`config.mk`:
```
export PLATFORM = sky130hd
export DESIGN_NAME = csr_mtrap_file_flat
export DESIGN_NICKNAME = d
export VERILOG_FILES = /design/src/rtl/csr_pkg.sv /design/src/rtl/csr_mtrap_file_if.sv /design/src/rtl/csr_counter64.sv /design/src/rtl/csr_mtrap_file.sv /design/src/flat_wrapper.sv
export SDC_FILE = /design/constraint.sdc
export NUM_CORES = 1
export LEC_CHECK = 0
export CELL_PAD_IN_SITES_DETAIL_PLACEMENT = 2
export CELL_PAD_IN_SITES_GLOBAL_PLACEMENT = 2
export CORE_ASPECT_RATIO = 2
export CORE_MARGIN = 3
export CORE_UTILIZATION = 36
export CTS_CLUSTER_DIAMETER = 80
export DETAILED_ROUTE_END_ITERATION = 10
export PLACE_DENSITY_LB_ADDON = 0.15
export SYNTH_ARGS = -nofsm -noshare
export SYNTH_HDL_FRONTEND = slang
export SYNTH_SLANG_ARGS = --single-unit
```
`constraint.sdc`:
```
create_clock -name ctrl_clk -period 20.3 [get_ports ctrl_clk]
set_input_delay 2.03 -clock ctrl_clk [delete_from_list [all_inputs] [get_ports ctrl_clk]]
set_output_delay 2.03 -clock ctrl_clk [all_outputs]
set_load 0.01 [all_outputs]
```
`src/rtl/csr_pkg.sv`:
```
// Shared definitions for the machine-mode trap CSR file: addresses, op encoding,
// interrupt codes and the mstatus layout.
package csr_pkg;

  typedef enum logic [1:0] {
    CSR_OP_NONE  = 2'b00,
    CSR_OP_WRITE = 2'b01,
    CSR_OP_SET   = 2'b10,
    CSR_OP_CLEAR = 2'b11
  } csr_op_e;

  localparam logic [11:0] CSR_MSTATUS   = 12'h300;
  localparam logic [11:0] CSR_MISA      = 12'h301;
  localparam logic [11:0] CSR_MIE       = 12'h304;
  localparam logic [11:0] CSR_MTVEC     = 12'h305;
  localparam logic [11:0] CSR_MSCRATCH  = 12'h340;
  localparam logic [11:0] CSR_MEPC      = 12'h341;
  localparam logic [11:0] CSR_MCAUSE    = 12'h342;
  localparam logic [11:0] CSR_MTVAL     = 12'h343;
  localparam logic [11:0] CSR_MIP       = 12'h344;
  localparam logic [11:0] CSR_MCYCLE    = 12'hB00;
  localparam logic [11:0] CSR_MINSTRET  = 12'hB02;
  localparam logic [11:0] CSR_MCYCLEH   = 12'hB80;
  localparam logic [11:0] CSR_MINSTRETH = 12'hB82;
  localparam logic [11:0] CSR_CYCLE     = 12'hC00;
  localparam logic [11:0] CSR_INSTRET   = 12'hC02;
  localparam logic [11:0] CSR_CYCLEH    = 12'hC80;
  localparam logic [11:0] CSR_INSTRETH  = 12'hC82;
  localparam logic [11:0] CSR_MHARTID   = 12'hF14;

  // Interrupt codes double as the bit positions in mie/mip.
  localparam logic [3:0] IRQ_CODE_MSI = 4'd3;
  localparam logic [3:0] IRQ_CODE_MTI = 4'd7;
  localparam logic [3:0] IRQ_CODE_MEI = 4'd11;

  localparam int MSTATUS_MIE_BIT  = 3;
  localparam int MSTATUS_MPIE_BIT = 7;
  localparam int MSTATUS_MPP_LSB  = 11;

  localparam logic [31:0] MIE_WMASK = 32'h0000_0888;
  localparam logic [1:0]  PRIV_U    = 2'b00;
  localparam logic [1:0]  PRIV_M    = 2'b11;

  typedef struct packed {
    logic [18:0] rsv_hi;
    logic [1:0]  mpp;
    logic [2:0]  rsv_mid;
    logic        mpie;
    logic [2:0]  rsv_lo;
    logic        mie;
    logic [2:0]  rsv_base;
  } mstatus_t;

  function automatic logic [31:0] csr_apply_op(input csr_op_e op, input logic [31:0] old_val,
                                               input logic [31:0] wdata);
    logic [31:0] res;
    case (op)
      CSR_OP_WRITE: res = wdata;
      CSR_OP_SET:   res = old_val | wdata;
      CSR_OP_CLEAR: res = old_val & ~wdata;
      default:      res = old_val;
    endcase
    return res;
  endfunction

endpackage

```
`src/rtl/csr_mtrap_file_if.sv`:
```
// CSR access port between decode/writeback (master) and the CSR file (slave).
interface csr_mtrap_file_if;
  import csr_pkg::*;

  logic [11:0] csr_addr;
  csr_op_e     csr_op;
  logic [31:0] csr_wdata;
  logic [31:0] csr_rdata;
  logic        csr_illegal;

  modport master (output csr_addr, csr_op, csr_wdata, input csr_rdata, csr_illegal);
  modport slave  (input csr_addr, csr_op, csr_wdata, output csr_rdata, csr_illegal);
endinterface

```
`src/rtl/csr_counter64.sv`:
```
// Free-running counter up to 64 bits with independent 32-bit half writes.
module csr_counter64 #(
  parameter int WIDTH = 64
) (
  input  logic        ctrl_clk,
  input  logic        ctrl_reset,
  input  logic        inc,
  input  logic        wr_lo,
  input  logic        wr_hi,
  input  logic [31:0] wdata,
  output logic [63:0] count
);

  logic [WIDTH-1:0] count_reg;
  logic [WIDTH-1:0] count_inc;
  logic [WIDTH-1:0] count_next;

  assign count_inc = count_reg + WIDTH'(inc);

  // A written half takes the operand as-is; the low half still advances on a
  // high-half write but its carry is discarded.
  always_comb begin
    count_next = count_inc;
    if (wr_lo) begin
      count_next = {count_reg[WIDTH-1:32], wdata};
    end else if (wr_hi) begin
      count_next = {wdata[WIDTH-33:0], count_inc[31:0]};
    end
  end

  always_ff @(posedge ctrl_clk or posedge ctrl_reset) begin
    if (ctrl_reset) begin
      count_reg <= '0;
    end else begin
      count_reg <= count_next;
    end
  end

  assign count = 64'(count_reg);

endmodule

```
`src/rtl/csr_mtrap_file.sv`:
```
// Machine-mode CSR file: CSR read/modify/write, cycle/instret counters,
// trap entry, mret and interrupt arbitration.
module csr_mtrap_file
  import csr_pkg::*;
#(
  parameter logic [31:0] HART_ID     = 32'h0,
  parameter int          COUNTER_W   = 64,
  parameter bit          HAS_U       = 1'b1,
  parameter logic [31:0] MTVEC_RESET = 32'h0000_0000
) (
  input  logic                    ctrl_clk,
  input  logic                    ctrl_reset,
  csr_mtrap_file_if.slave         csr_bus,
  input  logic                    instret_inc,
  input  logic                    trap_valid,
  input  logic [31:0]             trap_cause,
  input  logic [31:0]             trap_epc,
  input  logic [31:0]             trap_tval,
  input  logic [1:0]              cur_priv,
  input  logic                    mret_valid,
  input  logic                    irq_msip,
  input  logic                    irq_mtip,
  input  logic                    irq_meip,
  output logic                    irq_req,
  output logic [31:0]             irq_cause,
  output logic [31:0]             trap_pc,
  output logic [31:0]             mret_pc,
  output logic [1:0]              mret_priv,
  output logic                    ctrl_mie,
  output logic                    ctrl_mpie,
  output logic [1:0]              ctrl_mpp
);

  // Without U-mode MPP can only ever hold M.
  localparam logic [1:0]  MPP_DEFAULT   = HAS_U ? PRIV_U : PRIV_M;
  localparam mstatus_t    MSTATUS_RESET = mstatus_t'({19'b0, MPP_DEFAULT, 11'b0});
  localparam logic [31:0] MISA_VAL      = 32'h4000_0100 | (HAS_U ? 32'h0010_0000 : 32'h0);

  mstatus_t    mstatus_reg;
  logic [31:0] mie_reg, mtvec_reg, mscratch_reg, mepc_reg, mcause_reg, mtval_reg;
  logic [31:0] mip_val, rdata, nv;
  logic        implemented, illegal, csr_we;
  logic [1:0]  cnt_inc, cnt_wr_lo, cnt_wr_hi;
  logic [63:0] cnt_val [2];
  logic [2:0]  irq_pend;
  logic [3:0]  irq_code;

  function automatic logic mpp_legal(input logic [1:0] v);
    return (v == PRIV_M) || (HAS_U && (v == PRIV_U));
  endfunction

  always_comb begin
    mip_val = 32'h0;
    mip_val[IRQ_CODE_MSI] = irq_msip;
    mip_val[IRQ_CODE_MTI] = irq_mtip;
    mip_val[IRQ_CODE_MEI] = irq_meip;
  end

  always_comb begin
    rdata       = 32'h0;
    implemented = 1'b1;
    case (csr_bus.csr_addr)
      CSR_MSTATUS:                 rdata = mstatus_reg;
      CSR_MISA:                    rdata = MISA_VAL;
      CSR_MIE:                     rdata = mie_reg;
      CSR_MTVEC:                   rdata = mtvec_reg;
      CSR_MSCRATCH:                rdata = mscratch_reg;
      CSR_MEPC:                    rdata = mepc_reg;
      CSR_MCAUSE:                  rdata = mcause_reg;
      CSR_MTVAL:                   rdata = mtval_reg;
      CSR_MIP:                     rdata = mip_val;
      CSR_MCYCLE, CSR_CYCLE:       rdata = cnt_val[0][31:0];
      CSR_MCYCLEH, CSR_CYCLEH:     rdata = cnt_val[0][63:32];
      CSR_MINSTRET, CSR_INSTRET:   rdata = cnt_val[1][31:0];
      CSR_MINSTRETH, CSR_INSTRETH: rdata = cnt_val[1][63:32];
      CSR_MHARTID:                 rdata = HART_ID;
      default:                     implemented = 1'b0;
    endcase
  end

  assign illegal = (csr_bus.csr_op != CSR_OP_NONE) &&
                   (!implemented || (csr_bus.csr_addr[11:10] == 2'b11));
  // Trap and mret in the same cycle swallow any CSR write.
  assign csr_we  = (csr_bus.csr_op != CSR_OP_NONE) && !illegal && !trap_valid && !mret_valid;
  assign nv      = csr_apply_op(csr_bus.csr_op, rdata, csr_bus.csr_wdata);

  assign csr_bus.csr_rdata   = rdata;
  assign csr_bus.csr_illegal = illegal;

  assign cnt_inc   = {instret_inc, 1'b1};
  assign cnt_wr_lo = {csr_we && (csr_bus.csr_addr == CSR_MINSTRET),
                      csr_we && (csr_bus.csr_addr == CSR_MCYCLE)};
  assign cnt_wr_hi = {csr_we && (csr_bus.csr_addr == CSR_MINSTRETH),
                      csr_we && (csr_bus.csr_addr == CSR_MCYCLEH)};

  generate
    for (genvar gi = 0; gi < 2; gi++) begin : g_counter
      csr_counter64 #(.WIDTH(COUNTER_W)) u_counter (
        .ctrl_clk   (ctrl_clk),
        .ctrl_reset (ctrl_reset),
        .inc        (cnt_inc[gi]),
        .wr_lo      (cnt_wr_lo[gi]),
        .wr_hi      (cnt_wr_hi[gi]),
        .wdata      (csr_bus.csr_wdata),
        .count      (cnt_val[gi])
      );
    end
  endgenerate

  always_ff @(posedge ctrl_clk or posedge ctrl_reset) begin
    if (ctrl_reset) begin
      mstatus_reg  <= MSTATUS_RESET;
      mie_reg      <= 32'h0;
      mtvec_reg    <= MTVEC_RESET;
      mscratch_reg <= 32'h0;
      mepc_reg     <= 32'h0;
      mcause_reg   <= 32'h0;
      mtval_reg    <= 32'h0;
    end else if (trap_valid) begin
      mepc_reg         <= trap_epc & ~32'h3;
      mcause_reg       <= trap_cause;
      mtval_reg        <= trap_tval;
      mstatus_reg.mpie <= mstatus_reg.mie;
      mstatus_reg.mie  <= 1'b0;
      mstatus_reg.mpp  <= (HAS_U && (cur_priv == PRIV_U)) ? PRIV_U : PRIV_M;
    end else if (mret_valid) begin
      mstatus_reg.mie  <= mstatus_reg.mpie;
      mstatus_reg.mpie <= 1'b1;
      mstatus_reg.mpp  <= MPP_DEFAULT;
    end else if (csr_we) begin
      case (csr_bus.csr_addr)
        CSR_MSTATUS: begin
          mstatus_reg.mie  <= nv[MSTATUS_MIE_BIT];
          mstatus_reg.mpie <= nv[MSTATUS_MPIE_BIT];
          if (mpp_legal(nv[MSTATUS_MPP_LSB +: 2])) begin
            mstatus_reg.mpp <= nv[MSTATUS_MPP_LSB +: 2];
          end
        end
        CSR_MIE:      mie_reg      <= nv & MIE_WMASK;
        CSR_MTVEC:    if (!nv[1]) mtvec_reg <= nv;
        CSR_MSCRATCH: mscratch_reg <= nv;
        CSR_MEPC:     mepc_reg     <= nv & ~32'h3;
        CSR_MCAUSE:   mcause_reg   <= nv;
        CSR_MTVAL:    mtval_reg    <= nv;
        default: ;
      endcase
    end
  end

  assign irq_pend = {irq_meip & mie_reg[IRQ_CODE_MEI],
                     irq_mtip & mie_reg[IRQ_CODE_MTI],
                     irq_msip & mie_reg[IRQ_CODE_MSI]};

  // Arbitration order is MEI, then MSI, then MTI.
  always_comb begin
    irq_code = 4'd0;
    if (irq_pend[2])      irq_code = IRQ_CODE_MEI;
    else if (irq_pend[0]) irq_code = IRQ_CODE_MSI;
    else if (irq_pend[1]) irq_code = IRQ_CODE_MTI;
  end

  assign irq_req   = (|irq_pend) && (mstatus_reg.mie || (cur_priv == PRIV_U));
  assign irq_cause = {1'b1, 27'b0, irq_code};

  assign trap_pc = {mtvec_reg[31:2], 2'b00} +
                   (((mtvec_reg[1:0] == 2'b01) && trap_cause[31]) ? {trap_cause[29:0], 2'b00} : 32'h0);

  assign mret_pc   = mepc_reg;
  assign mret_priv = mstatus_reg.mpp;
  assign ctrl_mie  = mstatus_reg.mie;
  assign ctrl_mpie = mstatus_reg.mpie;
  assign ctrl_mpp  = mstatus_reg.mpp;

endmodule
```
`src/flat_wrapper.sv`:
```
// flat-port wrapper written by rule: the top's interface ports become plain ports
module csr_mtrap_file_flat import csr_pkg::*;
#(
  parameter logic [31:0] HART_ID     = 32'h0,
  parameter int          COUNTER_W   = 64,
  parameter bit          HAS_U       = 1'b1,
  parameter logic [31:0] MTVEC_RESET = 32'h0000_0000
)
  (ctrl_clk, ctrl_reset, instret_inc, trap_valid, trap_cause, trap_epc, trap_tval, cur_priv, mret_valid, irq_msip, irq_mtip, irq_meip, irq_req, irq_cause, trap_pc, mret_pc, mret_priv, ctrl_mie, ctrl_mpie, ctrl_mpp, csr_bus_csr_addr, csr_bus_csr_op, csr_bus_csr_wdata, csr_bus_csr_rdata, csr_bus_csr_illegal);
  csr_mtrap_file_if csr_bus_i ();
  input  logic ctrl_clk;
  input  logic ctrl_reset;
  input  logic instret_inc;
  input  logic trap_valid;
  input  logic [31:0] trap_cause;
  input  logic [31:0] trap_epc;
  input  logic [31:0] trap_tval;
  input  logic [1:0] cur_priv;
  input  logic mret_valid;
  input  logic irq_msip;
  input  logic irq_mtip;
  input  logic irq_meip;
  output logic irq_req;
  output logic [31:0] irq_cause;
  output logic [31:0] trap_pc;
  output logic [31:0] mret_pc;
  output logic [1:0] mret_priv;
  output logic ctrl_mie;
  output logic ctrl_mpie;
  output logic [1:0] ctrl_mpp;
  input wire logic [$bits(csr_bus_i.csr_addr)-1:0] csr_bus_csr_addr;
  input wire logic [$bits(csr_bus_i.csr_op)-1:0] csr_bus_csr_op;
  input wire logic [$bits(csr_bus_i.csr_wdata)-1:0] csr_bus_csr_wdata;
  output wire logic [$bits(csr_bus_i.csr_rdata)-1:0] csr_bus_csr_rdata;
  output wire logic [$bits(csr_bus_i.csr_illegal)-1:0] csr_bus_csr_illegal;
  assign csr_bus_i.csr_addr = csr_bus_csr_addr;
  assign csr_bus_i.csr_op = csr_bus_csr_op;
  assign csr_bus_i.csr_wdata = csr_bus_csr_wdata;
  assign csr_bus_csr_rdata = csr_bus_i.csr_rdata;
  assign csr_bus_csr_illegal = csr_bus_i.csr_illegal;
  csr_mtrap_file #(.HART_ID(HART_ID), .COUNTER_W(COUNTER_W), .HAS_U(HAS_U), .MTVEC_RESET(MTVEC_RESET)) u_core (.ctrl_clk(ctrl_clk), .ctrl_reset(ctrl_reset), .csr_bus(csr_bus_i), .instret_inc(instret_inc), .trap_valid(trap_valid), .trap_cause(trap_cause), .trap_epc(trap_epc), .trap_tval(trap_tval), .cur_priv(cur_priv), .mret_valid(mret_valid), .irq_msip(irq_msip), .irq_mtip(irq_mtip), .irq_meip(irq_meip), .irq_req(irq_req), .irq_cause(irq_cause), .trap_pc(trap_pc), .mret_pc(mret_pc), .mret_priv(mret_priv), .ctrl_mie(ctrl_mie), .ctrl_mpie(ctrl_mpie), .ctrl_mpp(ctrl_mpp));
endmodule
```
[Yosys cells after proc, flatten, opt, wreduce, memory -nomap -nowiden]
Index checks and enable logic that the tools add are counted.
Word-level totals
  output and inout port bits: 136
  memory bits (writable): 0
  input bits: 152
  memories kept: 0
  bits in registers: 294
  logic and storage cells: 127
  latch bits: 0
  bits in read-only memories: 0
Operators by class
  divide/modulo/power cells: 0
  equality and inequality tests: 24
  $mul: 0
  order comparisons: 0
  multiplexer cells: 37
  add/sub/neg operators: 3
  bitwise operators: 9
  shift operators: 0
  reductions and logical operators: 41
Operator list (count)
  $mux W32: 15
  $pmux W32 S13: 1
  $mux W64: 2
  $eq A12 B10 Y1 const B: 9
  $eq A12 B12 Y1 const B: 9
  $pmux W32 S3: 1
  $add A64 B1 Y64: 1
  $add A64 B1 Y64 const B: 1
  $add A32 B32 Y32: 1
  $and A32 B32 Y32: 1
  $not A32 Y32: 1
  $or A32 B32 Y32: 1
  $reduce_or A18 Y1: 1
  $mux W2: 6
  $reduce_and A3 Y1: 4
  $logic_and A1 B1 Y1: 10
  $reduce_bool A2 Y1: 5
  $mux W1: 9
  $reduce_bool A3 Y1: 3
  $eq A2 B2 Y1 const B: 4
  $reduce_and A4 Y1: 2
  $reduce_or A2 Y1: 4
  $mux W3: 2
  $reduce_and A5 Y1: 1
  10 further kinds: 20

[Longest topological paths before layout]
  depth in word-level cells: 13
  depth in mapped cells: 14
  mapped depth without buffers: 13

[By module]
From an unflattened synthesis, not the netlist that was laid out.
Second synthesis, totals
  cell total of the unflattened synthesis: 2292
  area total of the unflattened synthesis: 20370.8 sq um
By module, submodules not included
  csr_mtrap_file: instances 1, seq. area each 4103.9 sq um, cells an instance 1357, area each 12320.6 sq um
  csr_counter64 at u_core.g_counter[1].u_counter: instances 1, seq. area each 1601.5 sq um, cells an instance 476, area each 4035.1 sq um
  csr_counter64 at u_core.g_counter[0].u_counter: instances 1, seq. area each 1601.5 sq um, cells an instance 459, area each 4015.1 sq um

[Worst setup path before layout]
OpenSTA, ideal clock, no wires.
  path type: input to output
  from: input port trap_cause[31]
  to: output port trap_pc[31]
  data required time: 18.270 ns
  path slack: 13.697 ns
  data arrival time: 4.573 ns
  stages on the path: 12
  cells stage by stage: clkbuf_1 > and3_1 > ha_1 > nand3_1 > nor2_1 > nand4_1 > o22ai_1 > or4b_2 > o2111ai_1 > a31o_2 > a31oi_1 > xnor2_1
On the way
  longest elaborated chain between the ends: 3
Ends and longest elaborated chain
  start: declaration: line flat_wrapper.sv:15  | input logic [31:0] trap_cause;
  $logic_and A1 B1 Y1: line csr_mtrap_file.sv:166  | (((mtvec_reg[1:0] == 2'b01) && trap_cause[31]) ? {trap_cause[29:0], 2'b00} : 32'h0);
  $mux W32: line csr_mtrap_file.sv:166
  $add A32 B32 Y32: line csr_mtrap_file.sv:165  | assign trap_pc = {mtvec_reg[31:2], 2'b00} +
  end: declaration: line flat_wrapper.sv:25  | output logic [31:0] trap_pc;
No other way between the ends.

[Final worst setup path]
  from: input port trap_cause[31]
  to: output port trap_pc[30]
The elaborated chain is that of the path after synthesis.

==> flow_results.org <==
** Status
- The flow ran to the end, and the final reports show no timing, DRC or antenna violations.

** Critical path
- Kind of critical path :: in -> out
- Worst Setup Start Kind :: input port
- Along the worst path, the maximum fanout reaches 31.
- Launch point of the worst reg-to-reg path :: u_core.g_counter[1].u_counter.count[0]
- In this run the register-to-register setup slack is 15.91 ns.
- The worst setup path is captured at an output port.
- Data on the critical path is required at its endpoint by 18.27 ns.
- Worst setup path startpoint :: trap_cause[31]
- RR Endpoint :: u_core.g_counter[1].u_counter.count[58]
- Data arrival time of the critical path :: 6.81 ns
- Depth of the worst register-to-register path :: 10
- Following the worst setup path forward leads to its endpoint at trap_pc[30].

** Hold path
- In this run the worst hold path is classified as reg -> reg.
- Depth of the worst hold-timing path :: 2

** Power and ir drop
- The share of total power dissipated in combinational logic is 12.2%.
- Power density over the cells :: 58.4 nW/um2
- Relative contribution of sequential cells to total power :: 46.5%
- Per report_power, the clock group accounts for 41.3% of the total.
- Internal power component :: 0.981 mW
- Total power of the final layout :: 1.37 mW
- Net Sw Power :: 0.390 mW
- Total leakage power :: 10.2 nW
- Peak ir drop on the vdd network :: 46.4 uV
- Net switching is 28.4% of the power.

** STA
- Maximum frequency from static timing analysis :: 113 MHz
- Final setup viols :: 0
- At the pin with the least slew margin, the transition time is 1.27 ns.
- Across the routed clock network, the largest skew measured is 0.0242 ns.
- Crit share post-route :: 43.6%
- Setup repair after global routing left no endpoint under its margin.
- Hold timing on the final database bottoms out at a slack of 0.505 ns.
- Final max-slew violation count :: 0
- In this run the tightest slew margin relative to its limit is 14.6%.
- Summed over all failing endpoints, the final setup total negative slack is 0 ns.
- The number of failing hold endpoints at the final stage is 0.
- Subtracting the final worst setup slack from the clock period gives 8.84 ns.

** Clock network
- Clock network latency to the later pin of the worst-skew pair :: 0.61 ns
- CTS placed an instance of sky130_fd_sc_hd__clkbuf_16 at the clock tree root.
- Clock-pin slew was measured on the worst setup and hold paths at 0.06 ns.
- Maximum buffer depth of the clock tree :: 3
- Number of CTS-inserted buffers :: 30
- Post-CTS repair timing setup buffer count :: 0
- CTS built an H-tree with a depth of 1.
- TritonCTS built the clock tree.
- CTS sink cnt :: 292
- Cts hold-fix bufs :: 0
- Post-cts repair resize count :: 0

** Routing
- Routed Antenna Nets :: 0
- The first detailed-routing pass ran for 6 iterations.
- The detailed router placed 20100 vias in this run.
- Post-route DRC :: 0
- After detailed routing, the total wire length is 94200 um.
- Dividing the detail-routed wire length by the instance count gives 29.9 um.
- Post-DR vias/cell :: 6.39
- Number of DRC violations after detailed-routing iteration 0 :: 1446

** Die
- Height of the chip :: 336 um
- The floorplan step set the die width to 171 um.
- Overall die area :: 57600 um2
- Once the floorplan was initialized, standard cells occupied 36.5% of the core.
- Count of pins on the block boundary :: 288
- Area of the core region :: 53800 um2
- Standard-cell rows :: 120

** Synthesis
- After Yosys synthesis, XOR and XNOR cells account for 3.84% of the synthesized area.
- Sequential elements use 37.2% of the synthesized area.
- Gate Count Post-Synth :: 2307
- Adder-cell share of the synthesized area :: 2.19%
- Dominant cells by area after synthesis :: sky130_fd_sc_hd__dfrtp_1, sky130_fd_sc_hd__nand2_1, sky130_fd_sc_hd__o21ai_0
- Synth async-reset ratio :: 100%
- After synthesis, the largest family of logic cells by area is compound AO/OA/AOI/OAI gates.
- During synthesis, Yosys emitted a total of 28 warnings.
- Summing the areas of all compound-gate instances in the mapped netlist gives 24.0% of the synthesized area.
- The mapped netlist covers 19600 um2.
- Of the post-synthesis cell area, the dominant cell type holds 37.2%.
- In the synthesized netlist, mux cells make up 7.21% of the area.
- Number of storage elements in the synthesis netlist :: 292
- Synth Area in Simple Gates :: 20.0%
- The largest total area in the synthesized netlist belongs to sky130_fd_sc_hd__dfrtp_1.
- The number of different library cells used by synthesis comes to 88.
- For this run, the leading register cell type out of synthesis is sky130_fd_sc_hd__dfrtp_1.
- Counting flops with a built-in enable in the synthesized netlist gives 0.
- Synth Area per Inst :: 8.51 um2

** GRT
- The initial antenna violation count was 1.
- The first global-routing pass estimated 141000 um of wire.
- Global routing used 32.1% of the available tracks.
- The number of global-route vias before repair is 22300.
- Total gr overflow :: 0
- Pin count of the biggest net entering global routing :: 115

** Finish
- Combined area of the multi-input logic cells :: 11400 um2
- Area of all placed cells without fillers :: 23500 um2
- The layout has 5973 filler cells.
- Ratio of cells with drive above 1 in the final layout :: 6.69%
- Final instance count without filler cells :: 3153
- The area growth from synthesis to layout is 19.5%.
- Summing all flip-flop and latch instances after layout gives 7310 um2.
- Number of nets in the layout :: 2644
- Max FFs per register :: 128

** Placement
- Routability-driven placement finished with a final weighted congestion of 0.896.
- The number of placed instances, taps included, is 3098.
- The wire-length estimate of the detail-placed layout is 69800 um.
- Port Buffer Count :: 253
- After detailed placement, the total cell area comes to 22500 um2.

** Run
- Max-cap violations in this run came to 0.
-- worst min path at each step --
stage                              endpoint  slack, ns               startpoint
floorplan           u_core.mscratch_reg[11]       0.44  u_core.mscratch_reg[11]
global placement    u_core.mscratch_reg[12]       0.46  u_core.mscratch_reg[12]
detailed placement  u_core.mscratch_reg[23]       0.48  u_core.mscratch_reg[23]
CTS                 u_core.mscratch_reg[30]       0.51  u_core.mscratch_reg[30]
global route         u_core.mscratch_reg[4]       0.53   u_core.mscratch_reg[4]
finish               u_core.mscratch_reg[3]       0.50   u_core.mscratch_reg[3]
-- cell families after synthesis --
logic type	count (synthesis)
fa+ha+maj	34
mux	128
compound gates	728
flops	292
buf+inv	234
xor+xnor	86
other cells	2
simple gates	803
-- synth_stat cells (all sizes together) (10+ instances only) --
cell,n
a2111oi,10
a211oi,10
a21o,14
a21oi,129
a222oi,21
a22o,11
a22oi,98
a2bb2oi,14
a31oi,19
a41oi,10
and2,15
and3,75
and4,13
buf,87
clkbuf,110
dfrtp,292
ha,32
inv,37
mux2,51
mux2i,77
nand2,340
nand2b,24
nand3,87
nand4,33
nor2,95
nor3,60
nor4,10
o211ai,35
o21ai,252
o22a,16
o22ai,31
o2bb2a,12
xnor2,42
xor2,44
-- power by group through the flow --
stage	Clock, mW	Sequential [mW]	Combinational (mW)
after floorplan	0	0.635	0.0777
after global placement	0	0.644	0.159
after detailed placement	0	0.645	0.166
after CTS	0.576	0.635	0.167
after global routing	0.597	0.638	0.181
final	0.566	0.637	0.167
-- area by class of cell --
cell class	instances	area share (%)
diodes	1	0.0107
clock buffers	49	3.93
clock inverters	5	0.128
inverters	37	0.624
multi-input cells	1811	48.7
flip-flops and latches	292	31.1
well taps	671	3.58
repair buffers	287	11.9
-- routing by layer --
layer	part of all wire [%]	wire length [um]	global-route usage, %
met1	38	36200	37.8
met2	51	48300	57.8
met3	4.8	4520	3.11
met4	5.4	5110	15.3
met5	0	0	0
-- critical path, cell delays in order --
cell                              delay, ns
sky130_fd_sc_hd__clkdlybuf4s50_1       1.08
sky130_fd_sc_hd__and3_1                0.28
sky130_fd_sc_hd__ha_1                  0.25
sky130_fd_sc_hd__inv_1                 0.08
sky130_fd_sc_hd__fa_1                  0.41
sky130_fd_sc_hd__nand2b_1              0.20
sky130_fd_sc_hd__a21oi_1               0.23
sky130_fd_sc_hd__o21ai_0               0.15
sky130_fd_sc_hd__buf_4                 0.18
sky130_fd_sc_hd__o211ai_1              0.32
sky130_fd_sc_hd__a31oi_1               0.28
sky130_fd_sc_hd__o31ai_1               0.37
sky130_fd_sc_hd__o21a_1                0.15
sky130_fd_sc_hd__nor2_1                0.06
sky130_fd_sc_hd__xnor2_1               0.16
sky130_fd_sc_hd__clkdlybuf4s50_1       0.56
-- cell usage in the layout, fill, tap and decap left out, types with 16 or more instances in the layout --
master / Yosys / final
sky130_fd_sc_hd__mux2i_1: 77 / 77
sky130_fd_sc_hd__nand2b_1: 24 / 24
sky130_fd_sc_hd__a31oi_1: 19 / 19
sky130_fd_sc_hd__o21ai_1: 24 / 24
sky130_fd_sc_hd__ha_1: 32 / 32
sky130_fd_sc_hd__buf_4: 38 / 34
sky130_fd_sc_hd__a22oi_1: 98 / 98
sky130_fd_sc_hd__nand3_1: 87 / 83
sky130_fd_sc_hd__conb_1: 2 / 32
sky130_fd_sc_hd__mux2_2: 27 / 27
sky130_fd_sc_hd__clkdlybuf4s50_1: 0 / 251
sky130_fd_sc_hd__mux2_4: 19 / 19
sky130_fd_sc_hd__xor2_1: 44 / 44
sky130_fd_sc_hd__o22a_1: 16 / 16
sky130_fd_sc_hd__inv_1: 37 / 36
sky130_fd_sc_hd__and3_1: 75 / 75
sky130_fd_sc_hd__clkbuf_16: 0 / 31
sky130_fd_sc_hd__a21oi_1: 129 / 129
sky130_fd_sc_hd__a222oi_1: 21 / 21
sky130_fd_sc_hd__o22ai_1: 31 / 31
sky130_fd_sc_hd__nand2_1: 339 / 339
sky130_fd_sc_hd__dfrtp_1: 292 / 292
sky130_fd_sc_hd__nand4_1: 32 / 32
sky130_fd_sc_hd__xnor2_1: 42 / 42
sky130_fd_sc_hd__nor2_1: 94 / 94
sky130_fd_sc_hd__nor3_1: 54 / 52
sky130_fd_sc_hd__o21ai_0: 228 / 228
sky130_fd_sc_hd__o211ai_1: 32 / 32
-- through the flow --
stage	setup slack [ns]	utilization, %
3_5_place_dp	11.40	41.9
5_1_grt	11.21	43.7
3_3_place_gp	11.51	41.9
4_1_cts	11.40	43.7
2_1_floorplan	10.21	-
6_report	11.46	43.7
Note: power is estimated with default switching activity, not from simulation.
